`src/rtl/lsu_thread_port.sv`:
```
// Per-thread load/store unit.
// Reads the rs/rt operands that the register file latched in REQUEST and runs
// one valid/ready transaction on the data-memory port. Loaded data is returned
// on lsu_out for write-back in UPDATE.
// Optional feature: define LSU_TIMEOUT_EN to add a WAITING watchdog. When it
// fires, the unit abandons the transaction and raises lsu_error.
module lsu_thread_port #(
  parameter int ADDR_BITS      = 8,
  parameter int DATA_BITS      = 8,
  parameter int TIMEOUT_CYCLES = 64
) (
  input  logic                 clk,
  input  logic                 reset,
  input  logic                 enable,
  input  logic [2:0]           core_state,
  input  logic                 decoded_mem_read_enable,
  input  logic                 decoded_mem_write_enable,
  input  logic [DATA_BITS-1:0] rs,
  input  logic [DATA_BITS-1:0] rt,
  output logic                 mem_read_valid,
  output logic [ADDR_BITS-1:0] mem_read_address,
  input  logic                 mem_read_ready,
  input  logic [DATA_BITS-1:0] mem_read_data,
  output logic                 mem_write_valid,
  output logic [ADDR_BITS-1:0] mem_write_address,
  output logic [DATA_BITS-1:0] mem_write_data,
  input  logic                 mem_write_ready,
  output logic [1:0]           lsu_state,
  output logic [DATA_BITS-1:0] lsu_out,
  output logic                 lsu_error
);

  typedef enum logic [1:0] {
    S_IDLE = 2'b00,
    S_REQ  = 2'b01,
    S_WAIT = 2'b10,
    S_DONE = 2'b11
  } state_t;

  localparam logic [2:0] CS_REQUEST = 3'b011;
  localparam logic [2:0] CS_UPDATE  = 3'b110;

  state_t                 state_q, state_d;
  logic                   is_rd_q, is_rd_d;
  logic                   rd_vld_q, rd_vld_d;
  logic [ADDR_BITS-1:0]   rd_addr_q, rd_addr_d;
  logic                   wr_vld_q, wr_vld_d;
  logic [ADDR_BITS-1:0]   wr_addr_q, wr_addr_d;
  logic [DATA_BITS-1:0]   wr_data_q, wr_data_d;
  logic [DATA_BITS-1:0]   out_q, out_d;
  logic [ADDR_BITS-1:0]   rs_addr;
  logic                   accept;

  // Address is rs resized to the memory width (truncate or zero-extend).
  if (ADDR_BITS <= DATA_BITS) begin : g_addr_trunc
    assign rs_addr = rs[ADDR_BITS-1:0];
  end else begin : g_addr_ext
    assign rs_addr = {{(ADDR_BITS-DATA_BITS){1'b0}}, rs};
  end

  // Only the ready of the latched transaction type counts.
  assign accept = is_rd_q ? mem_read_ready : mem_write_ready;

`ifdef LSU_TIMEOUT_EN
  localparam int CW = ($clog2(TIMEOUT_CYCLES + 1) > 8) ? $clog2(TIMEOUT_CYCLES + 1) : 8;
  logic [CW-1:0] cnt_q, cnt_d;
  logic          err_q, err_d;
`endif

  // Next-state and next-output logic. Everything holds while enable is low.
  always_comb begin
    state_d   = state_q;
    is_rd_d   = is_rd_q;
    rd_vld_d  = rd_vld_q;
    rd_addr_d = rd_addr_q;
    wr_vld_d  = wr_vld_q;
    wr_addr_d = wr_addr_q;
    wr_data_d = wr_data_q;
    out_d     = out_q;
`ifdef LSU_TIMEOUT_EN
    cnt_d     = cnt_q;
    err_d     = err_q;
`endif
    if (enable) begin
      case (state_q)
        S_IDLE: begin
          if (core_state == CS_REQUEST &&
              (decoded_mem_read_enable || decoded_mem_write_enable)) begin
            // When both enables are set, the read takes priority.
            is_rd_d = decoded_mem_read_enable;
            state_d = S_REQ;
`ifdef LSU_TIMEOUT_EN
            err_d   = 1'b0;
`endif
          end
        end
        S_REQ: begin
          if (is_rd_q) begin
            rd_vld_d  = 1'b1;
            rd_addr_d = rs_addr;
          end else begin
            wr_vld_d  = 1'b1;
            wr_addr_d = rs_addr;
            wr_data_d = rt;
          end
`ifdef LSU_TIMEOUT_EN
          cnt_d   = '0;
`endif
          state_d = S_WAIT;
        end
        S_WAIT: begin
          if (accept) begin
            rd_vld_d = 1'b0;
            wr_vld_d = 1'b0;
            if (is_rd_q) out_d = mem_read_data;
            state_d  = S_DONE;
          end
`ifdef LSU_TIMEOUT_EN
          else if (cnt_q == CW'(TIMEOUT_CYCLES - 1)) begin
            rd_vld_d = 1'b0;
            wr_vld_d = 1'b0;
            err_d    = 1'b1;
            if (is_rd_q) out_d = {DATA_BITS{1'b1}};
            state_d  = S_DONE;
          end else begin
            cnt_d = cnt_q + 1'b1;
          end
`endif
        end
        default: begin // S_DONE
          if (core_state == CS_UPDATE) state_d = S_IDLE;
        end
      endcase
    end
  end

  // State register; synchronous reset overrides everything, including an
  // in-flight transaction.
  always_ff @(posedge clk) begin
    if (reset) begin
      state_q   <= S_IDLE;
      is_rd_q   <= 1'b0;
      rd_vld_q  <= 1'b0;
      rd_addr_q <= '0;
      wr_vld_q  <= 1'b0;
      wr_addr_q <= '0;
      wr_data_q <= '0;
      out_q     <= '0;
`ifdef LSU_TIMEOUT_EN
      cnt_q     <= '0;
      err_q     <= 1'b0;
`endif
    end else begin
      state_q   <= state_d;
      is_rd_q   <= is_rd_d;
      rd_vld_q  <= rd_vld_d;
      rd_addr_q <= rd_addr_d;
      wr_vld_q  <= wr_vld_d;
      wr_addr_q <= wr_addr_d;
      wr_data_q <= wr_data_d;
      out_q     <= out_d;
`ifdef LSU_TIMEOUT_EN
      cnt_q     <= cnt_d;
      err_q     <= err_d;
`endif
    end
  end

  assign lsu_state         = state_q;
  assign mem_read_valid    = rd_vld_q;
  assign mem_read_address  = rd_addr_q;
  assign mem_write_valid   = wr_vld_q;
  assign mem_write_address = wr_addr_q;
  assign mem_write_data    = wr_data_q;
  assign lsu_out           = out_q;
`ifdef LSU_TIMEOUT_EN
  assign lsu_error         = err_q;
`else
  assign lsu_error         = 1'b0;
`endif

endmodule

```
`config.mk`:
```
export PLATFORM = sky130hd
export DESIGN_NAME = lsu_thread_port
export DESIGN_NICKNAME = d
export VERILOG_FILES = /design/src/rtl/lsu_thread_port.sv
export SDC_FILE = /design/constraint.sdc
export NUM_CORES = 1
export LEC_CHECK = 0
export CAP_MARGIN = 0
export CORE_AREA = 2 2 56 78
export DETAILED_ROUTE_END_ITERATION = 7
export DIE_AREA = 0 0 58 80
export PLACE_DENSITY = 0.76
export SLEW_MARGIN = 0
export SYNTH_ARGS = -nofsm -noshare
export SYNTH_HDL_FRONTEND = slang
export SYNTH_SLANG_ARGS = --single-unit
```
`constraint.sdc`:
```
create_clock -name clk -period 1.8 [get_ports clk]
set_input_delay 0.18 -clock clk [delete_from_list [all_inputs] [get_ports clk]]
set_output_delay 0.18 -clock clk [all_outputs]
set_load 0.02 [all_outputs]
```
==> results.json, run 1 <==
{
  "status": "finished, final reports clean",
  "grt_pass1_wl_mm": 5.740,
  "cts.clk_slew.worst_paths_ns": 0.07,
  "synthArstFlopShare_pct": 0,
  "fmax_mhz": 659.8,
  "final_common_cell": "clkdlybuf4s50_1",
  "setup_slack_ns": 0.2844,
  "crit_fanout": 16,
  "cp.arrival_ns": 1.69,
  "synth_edf_count": 0,
  "rows": 27,
  "drive_gt1_share_pct": 7.115,
  "clock_latency_ns": 0.29,
  "drv_cap": 0,
  "grt_pass1_vias": 1285,
  "syn_area_sq_mm": 0.001515,
  "fin_crit_ns": 1.516,
  "io_buffers": 69,
  "cpPeakStageDelay_ns": 0.43,
  "place_inst": 288,
  "p_per_area_mw_per_mm2": 787.9,
  "ys_ff_latch": 37,
  "grt-ovfl-total": 0,
  "globalRouteMet3Util_pct": 5.673,
  "cp-end-kind": "flop",
  "start_kind": "flop",
  "fin_crit_sh_pct": 84.20,
  "dp_slack_ns": 0.07047,
  "pin_count": 71,
  "post_drt_wl_per_cell_um": 11.61,
  "avgViaCountPerCell": 4.801,
  "globalRouteMet2Util_pct": 27.05,
  "synth_nets": 221,
  "rsz0062_at_grt": "false",
  "vias": 1421,
  "h-tree-depth": 2,
  "routed_wirelength_mm": 3.436,
  "hold_viol_final": 0,
  "netlist-cell-type-count": 31,
  "initial_core_util_pct": 38.67,
  "synth_warnings": 0,
  "post_cts_buffers": 0,
  "finalSetupViolations": 0,
  "die_x_um": 58,
  "busiest_layer": "met2",
  "synthCells": 184,
  "drv_slew": 0,
  "grt_max_degree": 24,
  "yosysSeqAreaShare_pct": 48.89,
  "syn_to_final_growth_pct": 52.77,
  "firstDrtPassIters": 5,
  "drt_iter0_drc": 42,
  "synthFlopType": "dfxtp_1",
  "cts_root_buffer": "clkbuf_8",
  "yosys.area.top_type": "dfxtp_1",
  "critPathKind": "flop to flop",
  "setup_tns_ns": 0,
  "path_cells": "inv_1 -> ha_1 -> nand2_2 -> or2_2 -> nand2_1 -> a21oi_1",
  "n_antenna_cell": 0,
  "whs_ns": 0.4317,
  "clock_skew_ns": 0.003189,
  "drc_errors": 0,
  "stdcell_area_sq_mm": 0.002315,
  "antenna_found_initial": 0,
  "cts_buffer_depth": 2,
  "cts_buffers": 5,
  "placed_area_sq_mm": 0.002181,
  "cts_sinks": 37,
  "tritoncts": "done",
  "grt.met1_usage_pct": 17.95,
  "gp_congestion": 0.8045,
  "synth_top_area_share_pct": 48.89,
  "netlist_top_cells_area": "dfxtp_1 (49%), nand2_1 (16%), a21oi_1 (12%)",
  "fp.dieArea_sq_mm": 0.004640,
  "ant_nets": 0,
  "layoutNonFillerInstCount": 296,
  "power.leakage_nw": 0.7817,
  "grt.total_usage_pct": 16.06,
  "die_height_um": 80,
  "hold_path.class": "input pin to flop",
  "critical-path-slowest-cell": "or2_2",
  "dp_hpwl_mm": 2.541,
  "core_sq_mm": 0.003919,
  "num-nets-final": 289,
  "mostFrequentLayoutCells": "clkdlybuf4s50_1 (69), nand2_1 (64), dfxtp_1 (37)",
  "syn_area_per_cell_sq_um": 8.235,
  "worstPathRequired_ns": 1.97,
  "ir_drop_v": 0.0006985
}
[layer usage]
layer  up-vias  share of wire, %  routed length, um
met2        42                51               1737
met3         5               6.3                217
met5         -                 0                  0
met4         0               1.7                 59
li1        737                 -                  -
met1       637                41               1422
[power by group]
group	switching (W)	internal, W	leakage [nW]
Combinational	0.0000556	0.0000899	0.415
Clock	0.000299	0.000550	0.0681
Sequential	0.00000474	0.000824	0.298
Total	0.000359	0.00146	0.782
[sequential cells by signal, summed over array words and instances, names as in the netlist]
name	cells
lsu_out	8
mem_read_address	8
mem_write_address	8
mem_write_data	8
lsu_state	2
is_rd_q	1
mem_read_valid	1
mem_write_valid	1
[repair_timing]
action                     4_1_cts  5_1_grt
hold buffers                     0        0
resized for setup                0        1
setup endpoints to repair        0       10
[Yosys cell counts, types with 2 or more instances]
cell type and number:
nand3_1 2, dfxtp_1 37, nor2_1 4, buf_2 2, nand2_1 64, clkbuf_8 3, nand2b_1 5, o21a_1 2
o21ai_0 2, ha_1 3, inv_1 2, nand2_2 3, a21oi_1 35, mux2i_1 3
[final timing paths]
path | startpoint | endpoint | slack [ns] | depth (start not counted)
worst max-delay path | lsu_state[1] | mem_write_address[4] | 0.28 | 6
worst min-delay path | rt[7] | mem_write_data[7] | 0.43 | 3
worst max register to register | lsu_state[1] | mem_write_address[4] | 0.28 | 6
worst min register to register | lsu_out[2] | lsu_out[2] | 0.46 | 2
[stage by stage]
stage,total power (W),util (%)
floorplan,0.0009046,-
global placement,0.0009944,55.65
detailed placement,0.0009942,55.65
CTS,0.001848,59.07
global route,0.001891,59.07
finish,0.001824,59.07
[kinds of logic (layout without fill, tap and decap cells)]
kind of cell / Yosys count / after routing / synth area share [%]
and+or+nand+nor: 87 / 87 / 25.35
AOI/OAI and AO/OA: 41 / 41 / 14.37
DFF: 37 / 37 / 48.89
buffers and inverters: 12 / 81 / 6.688
adders and majority gates: 3 / 3 / 2.478
muxes: 3 / 3 / 1.982
other: 1 / 1 / 0.2475
[critical path: cells and delay by family, from the launching register on]
kind	cells	cell delay, ns
simple gates	3	0.65
flops	1	0.34
fa+ha+maj	1	0.26
buf+inv	1	0.08
compound gates	1	0.07
[cell type report]
| type | count | area, sq um |
|---|---|---|
| Fill cell | 369 | 1604 |
| Sequential cell | 37 | 740.7 |
| Timing Repair Buffer | 71 | 705.7 |
| Multi-Input combinational cell | 135 | 673.1 |
| Clock buffer | 5 | 68.82 |
| Clock inverter | 3 | 65.06 |
| Tap cell | 43 | 53.80 |
| Inverter | 2 | 7.507 |
(Power assumes the default switching activity.)
==> inputs of run 2 (changes only) <==
CORE_AREA = 2 2 58 82   (was 2 2 56 78)
DIE_AREA = 0 0 60 84   (was 0 0 58 80)
PLACE_DENSITY = 0.73   (was 0.76)
clock period = 1.3 ns   (was 1.8 ns; I/O delays follow)
==> run 2 against run 1 <==
Effect of this change: the flow now finishes with violations (negative setup slack); core utilization grew 0.27 points; register-to-register slack worse by 0.35 ns; hold slack worse by 0.046 ns; flip-flop and latch count did not move; worst setup slack got worse by 0.35 ns; die area grew 8.6%.
==> results.json, run 2 (synthesized netlist as in run 1, its figures left out) <==
{
  "crit_top_cell": "buf_6",
  "finalPower_w": 0.002597,
  "drt_iter0_drc": 38,
  "drv_cap": 0,
  "grt_pass1_wl_mm": 6.085,
  "status": "finished, violations left",
  "h-tree-depth": 2,
  "p_per_area_mw_per_mm2": 996.9,
  "avgViaCountPerCell": 4.565,
  "drv_slew": 0,
  "place_inst": 319,
  "ir_drop_v": 0.0007007,
  "core_sq_mm": 0.004390,
  "grt.total_usage_pct": 15.66,
  "cts_buffers": 5,
  "start_kind": "flop",
  "io_buffers": 69,
  "pin_count": 71,
  "cpPeakStageDelay_ns": 0.38,
  "fin_crit_sh_pct": 104.7,
  "grt_pass1_vias": 1453,
  "initial_core_util_pct": 34.51,
  "setup_tns_ns": -0.2940,
  "hold_viol_final": 0,
  "violations": "negative setup slack",
  "cts_buffer_depth": 2,
  "hold_path.class": "input pin to flop",
  "critPathKind": "flop to flop",
  "fin_crit_ns": 1.362,
  "critical-path-slowest-cell": "dfxtp_4",
  "fmax_mhz": 734.4,
  "syn_to_final_growth_pct": 71.92,
  "cts_sinks": 37,
  "routed_wirelength_mm": 3.880,
  "cp-end-kind": "flop",
  "num-nets-final": 303,
  "fp.dieArea_sq_mm": 0.005040,
  "rsz0062_at_grt": "true",
  "mostFrequentLayoutCells": "nand2_1 (53), dlygate4sd2_1 (36), dfxtp_1 (35)",
  "firstDrtPassIters": 4,
  "cp.arrival_ns": 1.59,
  "vias": 1502,
  "fill_cells": 410,
  "drc_errors": 0,
  "final_common_cell": "nand2_1",
  "rows": 29,
  "worstPathRequired_ns": 1.53,
  "finalSetupViolations": 17,
  "dp_hpwl_mm": 2.662,
  "grt-ovfl-total": 0,
  "cts_root_buffer": "clkbuf_8",
  "path_cells": "buf_6 -> ha_4 -> nand2_4 -> buf_6 -> nor2_4 -> clkbuf_16 -> nand2_1 -> a21oi_2",
  "die_x_um": 60,
  "ant_nets": 0,
  "die_height_um": 84,
  "gp_congestion": 0.7716,
  "post-route-util_pct": 59.33,
  "n_antenna_cell": 0,
  "drive_gt1_share_pct": 23.22,
  "post_drt_wl_per_cell_um": 11.79,
  "power.leakage_nw": 1.081,
  "grt_max_degree": 24,
  "layoutNonFillerInstCount": 329,
  "crit_fanout": 8,
  "cts.clk_slew.worst_paths_ns": 0.08,
  "clock_latency_ns": 0.29,
  "antenna_found_initial": 0,
  "setup_slack_ns": -0.06169,
  "tritoncts": "done",
  "clock_skew_ns": 0.004624
}
run 2: cell types whose count changed in the layout (fill, tap and decap cells not counted), sizes merged:
| cell | before | now |
|---|---|---|
| clkdlybuf4s50 | 69 | 33 |
| dlygate4sd2 | 0 | 36 |
| buf | 2 | 15 |
| clkbuf | 5 | 6 |
| clkinv | 1 | 0 |
| inv | 2 | 3 |
run 2: where the power goes:
group,total (W),switching [W],leakage (nW),internal [W]
sequential,0.00114,0.00000629,0.300,0.00114
clock,0.00121,0.000433,0.0687,0.000772
combinational,0.000247,0.0000990,0.713,0.000148
run 2: cell type report:
cell class                 count  area, sq um  area share, %
timing repair buffer          85        832.0          31.94
multi-input combinational    135        797.0          30.60
sequential                    37        748.2          28.72
tap                           62        77.57          2.978
clock buffer                   5        68.82          2.642
clock inverter                 3        68.82          2.642
inverter                       2        12.51         0.4803
run 2: layer usage:
| metal | track usage, % | wire length [um] | up-vias |
|---|---|---|---|
| li1 | - | - | 766 |
| met1 | 15.96 | 1534 | 685 |
| met2 | 28.66 | 2140 | 47 |
| met3 | 4.496 | 159 | 4 |
| met4 | 5.657 | 44 | 0 |
| met5 | 0 | 0 | - |
run 2: critical path: cells and delay by family, from the launching register on:
| family | cells | cell delay, ns |
|---|---|---|
| fa+ha+maj | 1 | 0.15 |
| buf+inv | 3 | 0.39 |
| simple gates | 3 | 0.25 |
| flops | 1 | 0.38 |
| compound gates | 1 | 0.12 |
run 2: final timing paths:
kind / start / endpoint / slack (ns) / cells past startpoint
min reg2reg: mem_write_data[2] / mem_write_data[2] / 0.45 / 2
max reg2reg: lsu_state[0] / mem_write_address[6] / -0.06 / 8
max: lsu_state[0] / mem_write_address[6] / -0.06 / 8
min: mem_read_data[1] / lsu_out[1] / 0.39 / 3
run 2: stage by stage:
step	hold slack (ns)	area [sq um]	setup slack (ns)
after floorplan	0.2633	1553	-0.03627
after global placement	0.4413	2370	-0.1187
after detailed placement	0.4465	2370	-0.1485
after CTS	0.3747	2494	-0.009933
after global routing	0.3838	2605	-0.1395
final	0.3855	2605	-0.06169
run 2: timing repair:
item	4_1_cts	5_1_grt
hold buffers	0	0
cloned	0	1
pin swaps	4	7
buffers inserted	0	1
gates resized for setup	43	26
setup endpoints to repair	42	25
hold endpoints to repair	0	0
==> inputs of run 3 (changes only) <==
CORE_AREA = 5 5 61 85   (was 2 2 58 82)
DIE_AREA = 0 0 66 90   (was 0 0 60 84)
==> run 3 against run 2 <==
Effect of this change: sequential power is essentially flat; via count decreased by 2.7%; critical path type unchanged; largest power group is now registers; the run still ends with negative setup slack left; first-iteration DRC count up 32%; critical path depth down 2.
==> results.json, run 3 (synthesized netlist as in run 1, its figures left out) <==
{
  "num-nets-final": 305,
  "ff_latch_area_sq_um": 749.5,
  "pin_count": 71,
  "gp_congestion": 0.6958,
  "cts_buffers": 5,
  "core_sq_mm": 0.004390,
  "cts.clk_slew.worst_paths_ns": 0.07,
  "clock_latency_ns": 0.29,
  "ant_nets": 0,
  "hold_viol_final": 0,
  "clock_skew_ns": 0.007782,
  "fin_crit_sh_pct": 102.5,
  "h-tree-depth": 2,
  "die_height_um": 90,
  "critPathKind": "flop to flop",
  "avgViaCountPerCell": 4.427,
  "cp-end-kind": "flop",
  "worstPathRequired_ns": 1.47,
  "drt_iter0_drc": 50,
  "cpPeakStageDelay_ns": 0.35,
  "drv_slew": 0,
  "die_x_um": 66,
  "antenna_found_initial": 0,
  "rows": 29,
  "n_antenna_cell": 0,
  "grt.total_usage_pct": 13.38,
  "cts_sinks": 37,
  "routed_wirelength_mm": 3.959,
  "grt_pass1_wl_mm": 6.327,
  "drc_errors": 0,
  "finalSetupViolations": 6,
  "setup_tns_ns": -0.1059,
  "fill_cells": 417,
  "p_sw_w": 0.0004970,
  "vias": 1461,
  "tritoncts": "done",
  "setup_slack_ns": -0.03247,
  "hold_path.class": "input pin to flop",
  "rsz0062_at_grt": "true",
  "drv_cap": 0,
  "final_common_cell": "nand2_1",
  "grt_pass1_vias": 1458,
  "status": "finished, violations left",
  "finalPower_w": 0.002198,
  "power.internal_w": 0.001701,
  "critical-path-slowest-cell": "dfxtp_4",
  "crit_fanout": 6,
  "io_buffers": 69,
  "firstDrtPassIters": 4,
  "violations": "negative setup slack",
  "cts-hold-fix-buffers": 0,
  "grt_max_degree": 17,
  "syn_to_final_growth_pct": 65.15,
  "p_seq_share_pct": 52.1,
  "power.leakage_nw": 1.044,
  "dp_hpwl_mm": 2.913,
  "cp.arrival_ns": 1.50,
  "fmax_mhz": 750.5,
  "path_cells": "buf_6 -> ha_4 -> nor2_1 -> a21oi_2 -> o211a_1 -> mux2i_1",
  "multi_input_area_sq_um": 763.2,
  "clockPowerShare_pct": 37.3,
  "pwr-share-comb_pct": 10.6,
  "ir_drop_v": 0.0006314,
  "cts_buffer_depth": 2,
  "p_sw_share_pct": 22.61,
  "initial_core_util_pct": 34.51,
  "p_per_area_mw_per_mm2": 878.2,
  "post_drt_wl_per_cell_um": 12.00,
  "cts_root_buffer": "clkbuf_8",
  "grt-ovfl-total": 0,
  "start_kind": "flop",
  "drive_gt1_share_pct": 20.15,
  "fp.dieArea_sq_mm": 0.005940,
  "fin_crit_ns": 1.332,
  "mostFrequentLayoutCells": "nand2_1 (60), dlygate4sd2_1 (35), dfxtp_1 (34)"
}
-- run 3: cell types whose count changed in the layout (fill, tap and decap cells not counted), moves of 2 or more --
cell and delta:
a21oi_1 +3, a21oi_2 -3, buf_4 +4, bufinv_16 -2
nand2_1 +7, nand2_2 -6, o21ai_0 +2
-- run 3: stage by stage --
step	util, %	worst slack (ns)	cells	cell area (sq um)	hold slack, ns
4_1_cts	55.57	-0.02398	329	2440	0.3737
6_report	57.00	-0.03247	330	2502	0.3863
5_1_grt	57.00	-0.07902	330	2502	0.3915
3_5_place_dp	54.03	-0.1570	321	2372	0.4458
3_3_place_gp	54.03	-0.1224	321	2372	0.4406
2_1_floorplan	-	-0.03627	184	1553	0.2633
-- run 3: final timing paths --
kind                     start           endpoint  slack [ns]  cells after the start
max               lsu_state[0]       lsu_state[0]       -0.03                      6
min                      rt[2]  mem_write_data[2]        0.39                      3
max reg2reg       lsu_state[0]       lsu_state[0]       -0.03                      6
min reg2reg  mem_write_data[6]  mem_write_data[6]        0.45                      2
-- run 3: layout make-up --
type,instances,area share (%)
Clock buffer,6,3.300
Inverter,2,0.4000
Multi-Input combinational cell,135,30.50
Tap cell,62,3.100
Sequential cell,37,29.95
Clock inverter,1,0.2500
Timing Repair Buffer,87,32.50
-- run 3: repair_timing --
| action | 4_1_cts | 5_1_grt |
|---|---|---|
| buffers inserted | 1 | 1 |
| pin swaps | 4 | 3 |
| setup endpoints to repair | 42 | 30 |
| resized for setup | 41 | 17 |
-- run 3: power groups by stage --
stage               Clock, W  Sequential (W)  Combinational [W]
floorplan                  0         0.00118          0.0000721
CTS                 0.000850         0.00114           0.000228
detailed placement         0         0.00117           0.000229
finish              0.000820         0.00114           0.000233
global placement           0         0.00117           0.000228
global route        0.000875         0.00115           0.000250
-- run 3: layer usage --
metal  track usage [%]  share of wire, %
met3             3.865               5.8
met2             24.44                54
met1             13.92                39
met5                 0                 0
met4             5.085               1.4
-- run 3: worst max-delay path: cells and delay by family (launching register included) --
kind                     cells  cell delay (ns)
flip-flops                   1             0.35
AO/OA/AOI/OAI                2             0.33
buffers and inverters        1             0.11
multiplexers                 1             0.12
AND/OR/NAND/NOR              1             0.13
adder cells (fa/ha/maj)      1             0.17
